===== config.mk =====
export PLATFORM = sky130hd
export DESIGN_NAME = sdf_stage_ctrl
export DESIGN_NICKNAME = d
export VERILOG_FILES = /design/src/rtl/fft_pkg.sv /design/src/rtl/sdf_stage_ctrl.sv
export SDC_FILE = /design/constraint.sdc
export NUM_CORES = 1
export LEC_CHECK = 0
export CAP_MARGIN = 20
export CORE_ASPECT_RATIO = 1.1
export CORE_UTILIZATION = 30
export DETAILED_ROUTE_END_ITERATION = 10
export PLACE_DENSITY = 0.62
export SLEW_MARGIN = 0
export SYNTH_ARGS = -nofsm -noshare
export SYNTH_HDL_FRONTEND = slang
export SYNTH_SLANG_ARGS = --single-unit

===== constraint.sdc =====
create_clock -name clk -period 4.25 [get_ports clk]
set_input_delay 1.0625 -clock clk [delete_from_list [all_inputs] [get_ports clk]]
set_output_delay 1.0625 -clock clk [all_outputs]
set_load 0.05 [all_outputs]

===== src/rtl/fft_pkg.sv =====
// Shared definitions for the SDF FFT pipeline.
//   sdf_state_t : stage-controller FSM encoding
//   idx_w()     : bits needed to index a delay line of the given depth
//   cnt_w()     : bits for a sample counter spanning one full butterfly (2*depth)
package fft_pkg;

  typedef enum logic [1:0] {
    IDLE  = 2'd0,
    RUN   = 2'd1,
    FLUSH = 2'd2
  } sdf_state_t;

  function automatic int idx_w(input int depth);
    return $clog2(depth);
  endfunction

  function automatic int cnt_w(input int depth);
    return $clog2(2 * depth);
  endfunction

endpackage


===== src/rtl/sdf_stage_ctrl.sv =====
// Sequencer for one radix-2 single-path delay-feedback FFT stage.
// Tracks sample position against the free-running INDEX-deep delay line,
// enforces gap-free frames and drains the delay line after the last frame.
//
// Ports
//   clk        stage clock
//   rst        asynchronous, active-high reset
//   in_valid   sample present on the stage input
//   in_last    last sample of the stream (qualified by in_valid)
//   bf_sel     1 = butterfly half, 0 = fill half
//   out_sel    1 = output takes butterfly sum, 0 = twiddled delay-line output
//   out_valid  stage output valid
//   tw_addr    twiddle ROM address for the delay-line output sample
//   busy       controller not idle
//   done       one-cycle pulse after the final flush cycle
//   err        one-cycle pulse after a protocol violation
//
// state | meaning
// IDLE  | waiting for the first sample of a stream
// RUN   | accepting contiguous samples, cnt tracks position in the frame
// FLUSH | no input, draining the last frame's diffs for INDEX cycles
module sdf_stage_ctrl
  import fft_pkg::*;
#(
  parameter int INDEX     = 16,
  parameter int TW_STRIDE = 1,
  parameter int TW_AW     = 4
) (
  input  logic             clk,
  input  logic             rst,
  input  logic             in_valid,
  input  logic             in_last,
  output logic             bf_sel,
  output logic             out_sel,
  output logic             out_valid,
  output logic [TW_AW-1:0] tw_addr,
  output logic             busy,
  output logic             done,
  output logic             err
);

  localparam int IW = idx_w(INDEX);
  localparam int CW = cnt_w(INDEX);
  // Product width wide enough to hold (INDEX-1)*TW_STRIDE before truncation.
  localparam int PW = IW + $clog2(TW_STRIDE) + 1;

  localparam logic [CW-1:0] CNT_FRAME_LAST = CW'(2 * INDEX - 1);
  localparam logic [CW-1:0] CNT_FLUSH_LAST = CW'(INDEX - 1);

  sdf_state_t    state, state_nxt;
  logic [CW-1:0] cnt, cnt_nxt;
  logic          primed, primed_nxt;
  logic          done_nxt, err_nxt;

  logic          ph;
  logic [PW-1:0] tw_prod;

  assign ph      = cnt[IW];
  assign tw_prod = PW'(cnt[IW-1:0]) * PW'(TW_STRIDE);

  always_ff @(posedge clk or posedge rst) begin
    if (rst) begin
      state  <= IDLE;
      cnt    <= '0;
      primed <= 1'b0;
      done   <= 1'b0;
      err    <= 1'b0;
    end else begin
      state  <= state_nxt;
      cnt    <= cnt_nxt;
      primed <= primed_nxt;
      done   <= done_nxt;
      err    <= err_nxt;
    end
  end

  always_comb begin
    state_nxt  = state;
    cnt_nxt    = cnt;
    primed_nxt = primed;
    done_nxt   = 1'b0;
    err_nxt    = 1'b0;
    bf_sel     = 1'b0;
    out_sel    = 1'b0;
    out_valid  = 1'b0;
    busy       = 1'b0;

    case (state)
      IDLE: begin
        if (in_valid) begin
          if (in_last) begin
            // A one-sample stream can never complete a butterfly.
            err_nxt = 1'b1;
          end else begin
            // This sample occupies cnt=0; the next one is cnt=1.
            state_nxt = RUN;
            cnt_nxt   = CW'(1);
          end
        end
      end

      RUN: begin
        busy = 1'b1;
        if (!in_valid) begin
          err_nxt    = 1'b1;
          state_nxt  = IDLE;
          cnt_nxt    = '0;
          primed_nxt = 1'b0;
        end else begin
          bf_sel    = ph;
          out_sel   = ph;
          // Fill half carries the previous frame's diffs once one frame is in.
          out_valid = ph | primed;
          if (in_last) begin
            if (cnt == CNT_FRAME_LAST) begin
              state_nxt = FLUSH;
              cnt_nxt   = '0;
            end else begin
              err_nxt    = 1'b1;
              state_nxt  = IDLE;
              cnt_nxt    = '0;
              primed_nxt = 1'b0;
            end
          end else begin
            cnt_nxt = cnt + CW'(1);
            if (cnt == CNT_FRAME_LAST) begin
              primed_nxt = 1'b1;
            end
          end
        end
      end

      FLUSH: begin
        busy      = 1'b1;
        out_valid = 1'b1;
        if (in_valid) begin
          err_nxt = 1'b1;
        end
        if (cnt == CNT_FLUSH_LAST) begin
          done_nxt   = 1'b1;
          state_nxt  = IDLE;
          cnt_nxt    = '0;
          primed_nxt = 1'b0;
        end else begin
          cnt_nxt = cnt + CW'(1);
        end
      end

      default: begin
        state_nxt  = IDLE;
        cnt_nxt    = '0;
        primed_nxt = 1'b0;
      end
    endcase

    // Address only matters while a twiddled diff is leaving the delay line.
    tw_addr = (out_valid && !out_sel) ? TW_AW'(tw_prod) : '0;
  end

endmodule


# [Word level (Yosys, flattened, before mapping)]
# Cells that the tools add are included.
# Widths: inputs -> output; s select.
[totals] regBits=10 in_bits=4 output_inout_bits=10 word_cells=59
[op_classes] addsub=1 n_eq_ne=10 muxes=34 bitwise_logic=2 reduce_logical=7
[ops] operator="$mux 5" count=5
[ops] operator="$mux 1" count=17
[ops] operator="$pmux 5 s3" count=1
[ops] operator="$mux 2" count=6
[ops] operator="$ne 4x4->1 const B" count=2
[ops] operator="$reduce_and 4->1" count=2
[ops] operator="$ne 2x2->1 const B" count=3
[ops] operator="$pmux 1 s3" count=2
[ops] operator="$pmux 2 s3" count=1
[ops] operator="$add 5x1->5 const B" count=1
[ops] operator="$eq 5x4->1 const B" count=1
[ops] operator="$eq 5x5->1 const B" count=1
[ops] operator="$mux 4" count=1
[ops] operator="$ne 3x3->1 const B" count=1
[ops] operator="$eq 2x1->1 const B" count=1
[ops] operator="$eq 2x2->1 const B" count=1
[ops] operator="$logic_not 2->1" count=1
[ops] operator="$pmux 1 s2" count=1
[ops] operator="$reduce_and 2->1" count=1
[ops] operator="$reduce_or 2->1" count=1
[ops] operator="$logic_and 1x1->1" count=1
[ops] operator="$logic_not 1->1" count=1
[ops] operator="$not 1->1" count=1
[ops] operator="$or 1x1->1" count=1

# [Depth between registers and ports, before layout]
# Gate-level depths: netlist of run 1.
[logic_depth] depth_word=5 mapped_depth=8

# [Worst setup path before layout of run 1]
# Ideal clock, no wire load.
[synth_path] path_kind="input to output" start="input port in_valid" end="output port tw_addr[0]" arrival_time_ns=2.128 path_slack_ns=1.060 stages=4 path_cell_list="nand2_1 > nor2_2 > nor3b_2 > and2_1"
[synth_via] elab_chain_len=5 elab_cells_between_ends=7 cone_classes="mux (5); reduce/logical (2)"
[synth_lines] element="from (decl)" line_no="sdf_stage_ctrl.sv:31" source="input logic in_valid,"
[synth_lines] element="$mux 1 (2 in a row)"
[synth_lines] element="named net bf_sel" line_no="sdf_stage_ctrl.sv:33" source="output logic bf_sel,"
[synth_lines] element="$logic_not 1->1" line_no="sdf_stage_ctrl.sv:157" source="tw_addr = (out_valid && !out_sel) ? TW_AW'(tw_prod) : '0;"
[synth_lines] element="$logic_and 1x1->1" line_no="sdf_stage_ctrl.sv:157"
[synth_lines] element="$mux 4" line_no="sdf_stage_ctrl.sv:157"
[synth_lines] element="to (decl)" line_no="sdf_stage_ctrl.sv:36" source="output logic [TW_AW-1:0] tw_addr,"
# The timed path passes the listed nets, and every way through them passes these cells.

# [Worst setup path in the final report of run 1]
[layout_path] start="input port in_valid" end="output port out_sel"
[layout_via] elab_chain_len=2
[layout_lines] element="$mux 1" line_no="sdf_stage_ctrl.sv:104" source="if (!in_valid) begin"
[layout_lines] element="$mux 1" line_no="sdf_stage_ctrl.sv:88" source="case (state)"
[layout_lines] element="to (decl)" line_no="sdf_stage_ctrl.sv:34" source="output logic out_sel,"
# No other way between the ends.

==> results.yml, run 1 <==
cts:
  clkTransAtPathRegs_ns: 0.07
  cts_tree: "done"
  htree_levels: 1
  cts.sinks: 10
  cts_buffers: 3
  root_buffer: "clkbuf_4"
  clock_latency_ns: 0.26
  ctsResizeCount: 0
  post_cts_buffers: 0
  ctsHoldBuffers: 0
  clock_path_buffers: 2
floorplan:
  rows: 18
  die_height_um: 53.6
  die_area_mm2: 0.00262
  ioPinCount: 14
  start_util_pct: 32.0
  die_x_um: 48.9
  core_mm2: 0.00227
outcome:
  status: "complete, no violations"
routing:
  viasPerCell: 4.97
  drtIter0Drc: 25
  num_vias: 631
  firstDrtPassIters: 4
  drc_errors: 0
  ant_nets: 0
  wl_um: 1580
  wire_per_inst_um: 12.5
power:
  p_clk_share_pct: 19.6
  intPower_mw: 0.195
  irDropWorstVdd_v: 0.000213
  seq_power_share_pct: 36.6
  powerDensity_mw_per_mm2: 366
  switching_power_mw: 0.142
  p_sw_share_pct: 42.2
  pwr-share-comb_pct: 43.8
  power_mw: 0.337
  leakagePower_nw: 0.415
sta:
  slew_violations: 0
  hold_viol: 0
  period_minus_slack_ns: 3.90
  slew_headroom_pct: 67.1
  worst_pin_slew_ns: 0.491
  rsz0062_at_grt: "no"
  clock_skew_ns: 0.000590
  fin_crit_sh_pct: 91.8
  max_freq_mhz: 256
  finalSetupViolCount: 0
  fin_tns_setup_ns: 0
placement:
  hpwlAfterDp_um: 1190
  numPortBuffers: 13
  gp_congestion: 0.890
setup_path:
  cp_max_fo: 6
  worstSetupStartpointType: "input port"
  arrival_ns: 2.84
  worstSetupPathType: "in -> out"
  cp_data_required_time_ns: 3.19
  end_kind: "primary output"
yosys:
  ys_ff_latch: 10
  synth_enable_flop_cells: 0
  syn-cell-area_um2: 727
  yosysWarningCount: 0
  avgSynthCellArea_um2: 8.87
  synthFlopType: "dfrtp_1"
  syn_inst: 82
  ys_types: 30
  syn-num-nets: 94
  yosysSeqAreaShare_pct: 34.4
  async_flop_share_pct: 100
grt:
  antenna_found_initial: 0
  grt_max_degree: 11
  grt-ovfl-total: 0
  grt_pass1_vias: 590
  grtUsageTotal_pct: 14.7
  grt_pass1_wl_um: 2750
cells_and_area:
  final_common_cell: "nand2_1"
  layout_common_cells: "nand2_1 (11), dfrtp_1 (10), ha_1 (8), clkdlybuf4s50_1 (8), inv_1 (7)"
  layout-drive-gt1-share_pct: 14.4
  nets: 111
  syn_to_final_growth_pct: 26.9
  diodes: 0
min_path:
  hold_class: "reg -> reg"
job:
  drv_cap: 0
## final timing paths
path,start,to,slack (ns),depth (start not counted)
worst max-delay path,in_valid,out_sel,0.35,4
min in group asynchronous,rst,err$_DFF_PP0_,1.08,2
worst min-delay path,cnt[0]$_DFFE_PP0P_,cnt[0]$_DFFE_PP0P_,0.54,1
worst min register to register,cnt[0]$_DFFE_PP0P_,cnt[0]$_DFFE_PP0P_,0.54,1
worst max register to register,cnt[0]$_DFFE_PP0P_,cnt[2]$_DFFE_PP0P_,2.42,7
max in group asynchronous,rst,cnt[4]$_DFFE_PP0P_,2.89,2
## state kept, by name, summed over array words and instances, names as in the netlist
| register | cells |
|---|---|
| cnt | 5 |
| primed | 1 |
| state | 2 |
| done | 1 |
| err | 1 |
## through the flow
stage               utilization (%)  area (um^2)  setup WS (ns)  hold slack, ns  instances
floorplan                         -          727           1.06           0.491         82
finish                         40.5          922          0.350           0.544        127
CTS                            40.5          922          0.366           0.544        127
detailed placement             39.5          900          0.373           0.532        124
global route                   40.5          922          0.272           0.587        127
global placement               39.5          900          0.399           0.524        124
## final cells by class
class | count | area, um^2
fillers | 232 | 1350
multi-input cells | 64 | 443
flip-flops and latches | 10 | 250
repair buffers | 13 | 143
well taps | 30 | 37.5
inverters | 7 | 26.3
clock buffers | 3 | 22.5
## Yosys cell counts, types with 2 or more instances
cell      instances  area share, %
o21ai_1           4            2.8
nand2b_1          3            2.6
a31oi_1           2            1.7
inv_1             7            3.6
dfrtp_1          10             34
a21oi_1           4            2.8
nand2_1          11            5.7
ha_1              8             14
and2_1            5            4.3
o21ai_0           6            4.1
nor2_1            3            1.5
## critical path: stages
cell and delay [ns]:
clkdlybuf4s50_1 0.58, nand2_1 0.19, nor2_2 0.18, clkdlybuf4s50_1 0.83
## kinds of logic after synthesis
kind of cell             count (synthesis)  synth area share (%)
buffers and inverters                    8                  4.65
AO/OA/AOI/OAI                           24                  21.7
AND/OR/NAND/NOR                         31                  24.1
adder cells (fa/ha/maj)                  8                  13.8
multiplexers                             1                  1.38
flip-flops                              10                  34.4
## routing by layer
layer / wire, um / global-route usage (%) / up-vias
met5: 0 / 0 / -
met1: 749 / 18.7 / 291
met4: 46 / 11.8 / 0
met2: 724 / 22.9 / 21
li1: - / - / 315
met3: 62 / 1.69 / 4
## power groups by stage
| stage | Combinational, mW | Sequential, mW | Clock, mW |
|---|---|---|---|
| 2_1_floorplan | 0.0979 | 0.135 | 0 |
| 4_1_cts | 0.148 | 0.123 | 0.0669 |
| 5_1_grt | 0.163 | 0.126 | 0.0708 |
| 6_report | 0.148 | 0.124 | 0.0661 |
| 3_3_place_gp | 0.145 | 0.125 | 0 |
| 3_5_place_dp | 0.147 | 0.125 | 0 |
Note: power is estimated with default switching activity, not from simulation.
==> run 2, diff against run 1 <==
--- a/config.mk
+++ b/config.mk
@@ -10,6 +10,7 @@
 export CORE_UTILIZATION = 30
 export DETAILED_ROUTE_END_ITERATION = 10
 export PLACE_DENSITY = 0.62
+export RECOVER_POWER = 100
 export SLEW_MARGIN = 0
 export SYNTH_ARGS = -nofsm -noshare
 export SYNTH_HDL_FRONTEND = slang
==> run 2 against run 1 <==
Against the previous run: sequential power hardly changed; register-to-register slack hardly changed; sequential share of layout area is 0.56 points higher; highest routed layer unchanged; cell area fell by 2.0%; clock power about the same; final cell count is the same; combinational power is 8% lower; critical endpoint unchanged; fmax down 2.5%; first-iteration DRC count down 12%; via count rose by 0.16%; critical path type unchanged; utilization fell by 0.83 points.
==> results.yml, run 2 (synthesis gave the netlist of run 1 again) <==
sta:
  worst_pin_slew_ns: 0.587
  period_minus_slack_ns: 4.00
  slew_headroom_pct: 61.0
  fin_tns_setup_ns: 0
  setup_slack_ns: 0.251
  max_freq_mhz: 250
  slew_violations: 0
  fin_crit_sh_pct: 94.1
  rsz0062_at_grt: "no"
  hold_viol: 0
  finalSetupViolCount: 0
  clock_skew_ns: 0.000889
cts:
  post_cts_buffers: 0
  cts.sinks: 10
  clock_path_buffers: 2
  cts_tree: "done"
  clkTransAtPathRegs_ns: 0.07
  ctsHoldBuffers: 0
  cts_buffers: 3
  ctsResizeCount: 0
  clock_latency_ns: 0.26
  htree_levels: 1
  root_buffer: "clkbuf_4"
setup_path:
  end_kind: "primary output"
  worstSetupPathType: "in -> out"
  worstSetupStartpointType: "input port"
  rrSetupSlack_ns: 2.41
  cp_data_required_time_ns: 3.19
  crit_family: "buffers and inverters"
  crit_chain: "dlygate4sd3_1 -> nand2_1 -> nor2_2 -> dlygate4sd3_1"
  path_buf_inv: 2
  slowest_stage: "dlygate4sd3_1"
  crit_top_cell: "dlygate4sd3_1"
  slowest_delay_ns: 0.89
  cp_max_fo: 6
  arrival_ns: 2.94
floorplan:
  rows: 18
  ioPinCount: 14
  die_height_um: 53.6
  die_x_um: 48.9
  die_area_mm2: 0.00262
  core_mm2: 0.00227
  start_util_pct: 32.0
routing:
  drc_errors: 0
  firstDrtPassIters: 4
  wire_per_inst_um: 12.4
  wl_um: 1580
  drtIter0Drc: 22
  viasPerCell: 4.98
  num_vias: 632
  ant_nets: 0
cells_and_area:
  syn_to_final_growth_pct: 24.3
  multi_input_comb_area_um2: 428
  fillerInstances: 236
  nets: 111
  layout-drive-gt1-share_pct: 10.3
  largest_reg_flops: 5
  top_regs: "cnt (5), state (2)"
  finalCoreUtilization_pct: 39.7
  seq_area_um2: 250
  layout_common_cells: "nand2_1 (11), dfrtp_1 (10), o21ai_0 (9), ha_1 (8)"
  regMostFlops: "cnt"
  stdcell_count: 127
  final_common_cell: "nand2_1"
  diodes: 0
grt:
  antenna_found_initial: 0
  grt_pass1_vias: 590
  grtUsageTotal_pct: 14.7
  grt_pass1_wl_um: 2750
  grt-ovfl-total: 0
  grt_max_degree: 11
min_path:
  hold_class: "reg -> reg"
placement:
  hpwlAfterDp_um: 1190
  dp_worst_setup_slack_ns: 0.373
  dp.cells: 124
  numPortBuffers: 13
  gp_congestion: 0.890
power:
  irDropWorstVdd_v: 0.000201
  power_mw: 0.325
  powerDensity_mw_per_mm2: 360
  leakagePower_nw: 0.408
outcome:
  status: "complete, no violations"
job:
  drv_cap: 0
-- run 2: cell types whose count changed in the layout (fill, tap and decap cells not counted), moves of 3 or more --
cell / change
and2_0: +5
and2_1: -4
clkdlybuf4s50_1: -7
dlygate4sd3_1: +7
o21ai_0: +3
o21ai_1: -3
-- run 2: report_power, final --
| group | total, mW | switching [mW] | internal, mW |
|---|---|---|---|
| clock | 0.0661 | 0.0334 | 0.0327 |
| sequential | 0.124 | 0.0141 | 0.109 |
| combinational | 0.136 | 0.0911 | 0.0445 |
-- run 2: metal layers --
metal,vias up,track usage (%),wire length [um]
li1,315,-,-
met1,288,18.7,738
met2,25,22.9,719
met3,4,1.69,74
met4,0,11.8,48
met5,-,0,0
-- run 2: path summary, 6_finish.rpt --
check,startpoint,cells after the start,endpoint
setup / recovery,in_valid,4,out_sel
hold / removal,cnt[0]$_DFFE_PP0P_,1,cnt[0]$_DFFE_PP0P_
setup reg to reg,cnt[0]$_DFFE_PP0P_,7,cnt[2]$_DFFE_PP0P_
hold reg to reg,cnt[0]$_DFFE_PP0P_,1,cnt[0]$_DFFE_PP0P_
max in group asynchronous,rst,2,cnt[4]$_DFFE_PP0P_
min in group asynchronous,rst,2,err$_DFF_PP0_
-- run 2: metrics by stage --
stage	hold WS, ns	area [um^2]
after floorplan	0.491	727
after global placement	0.524	900
after detailed placement	0.532	900
after CTS	0.544	922
after global routing	0.589	903
final	0.547	903
-- run 2: final cells by class --
class,instances,share of cell area (%)
tap,30,4.16
clock buffer,3,2.49
multi-input combinational,64,47.4
sequential,10,27.7
timing repair buffer,13,15.4
inverter,7,2.91
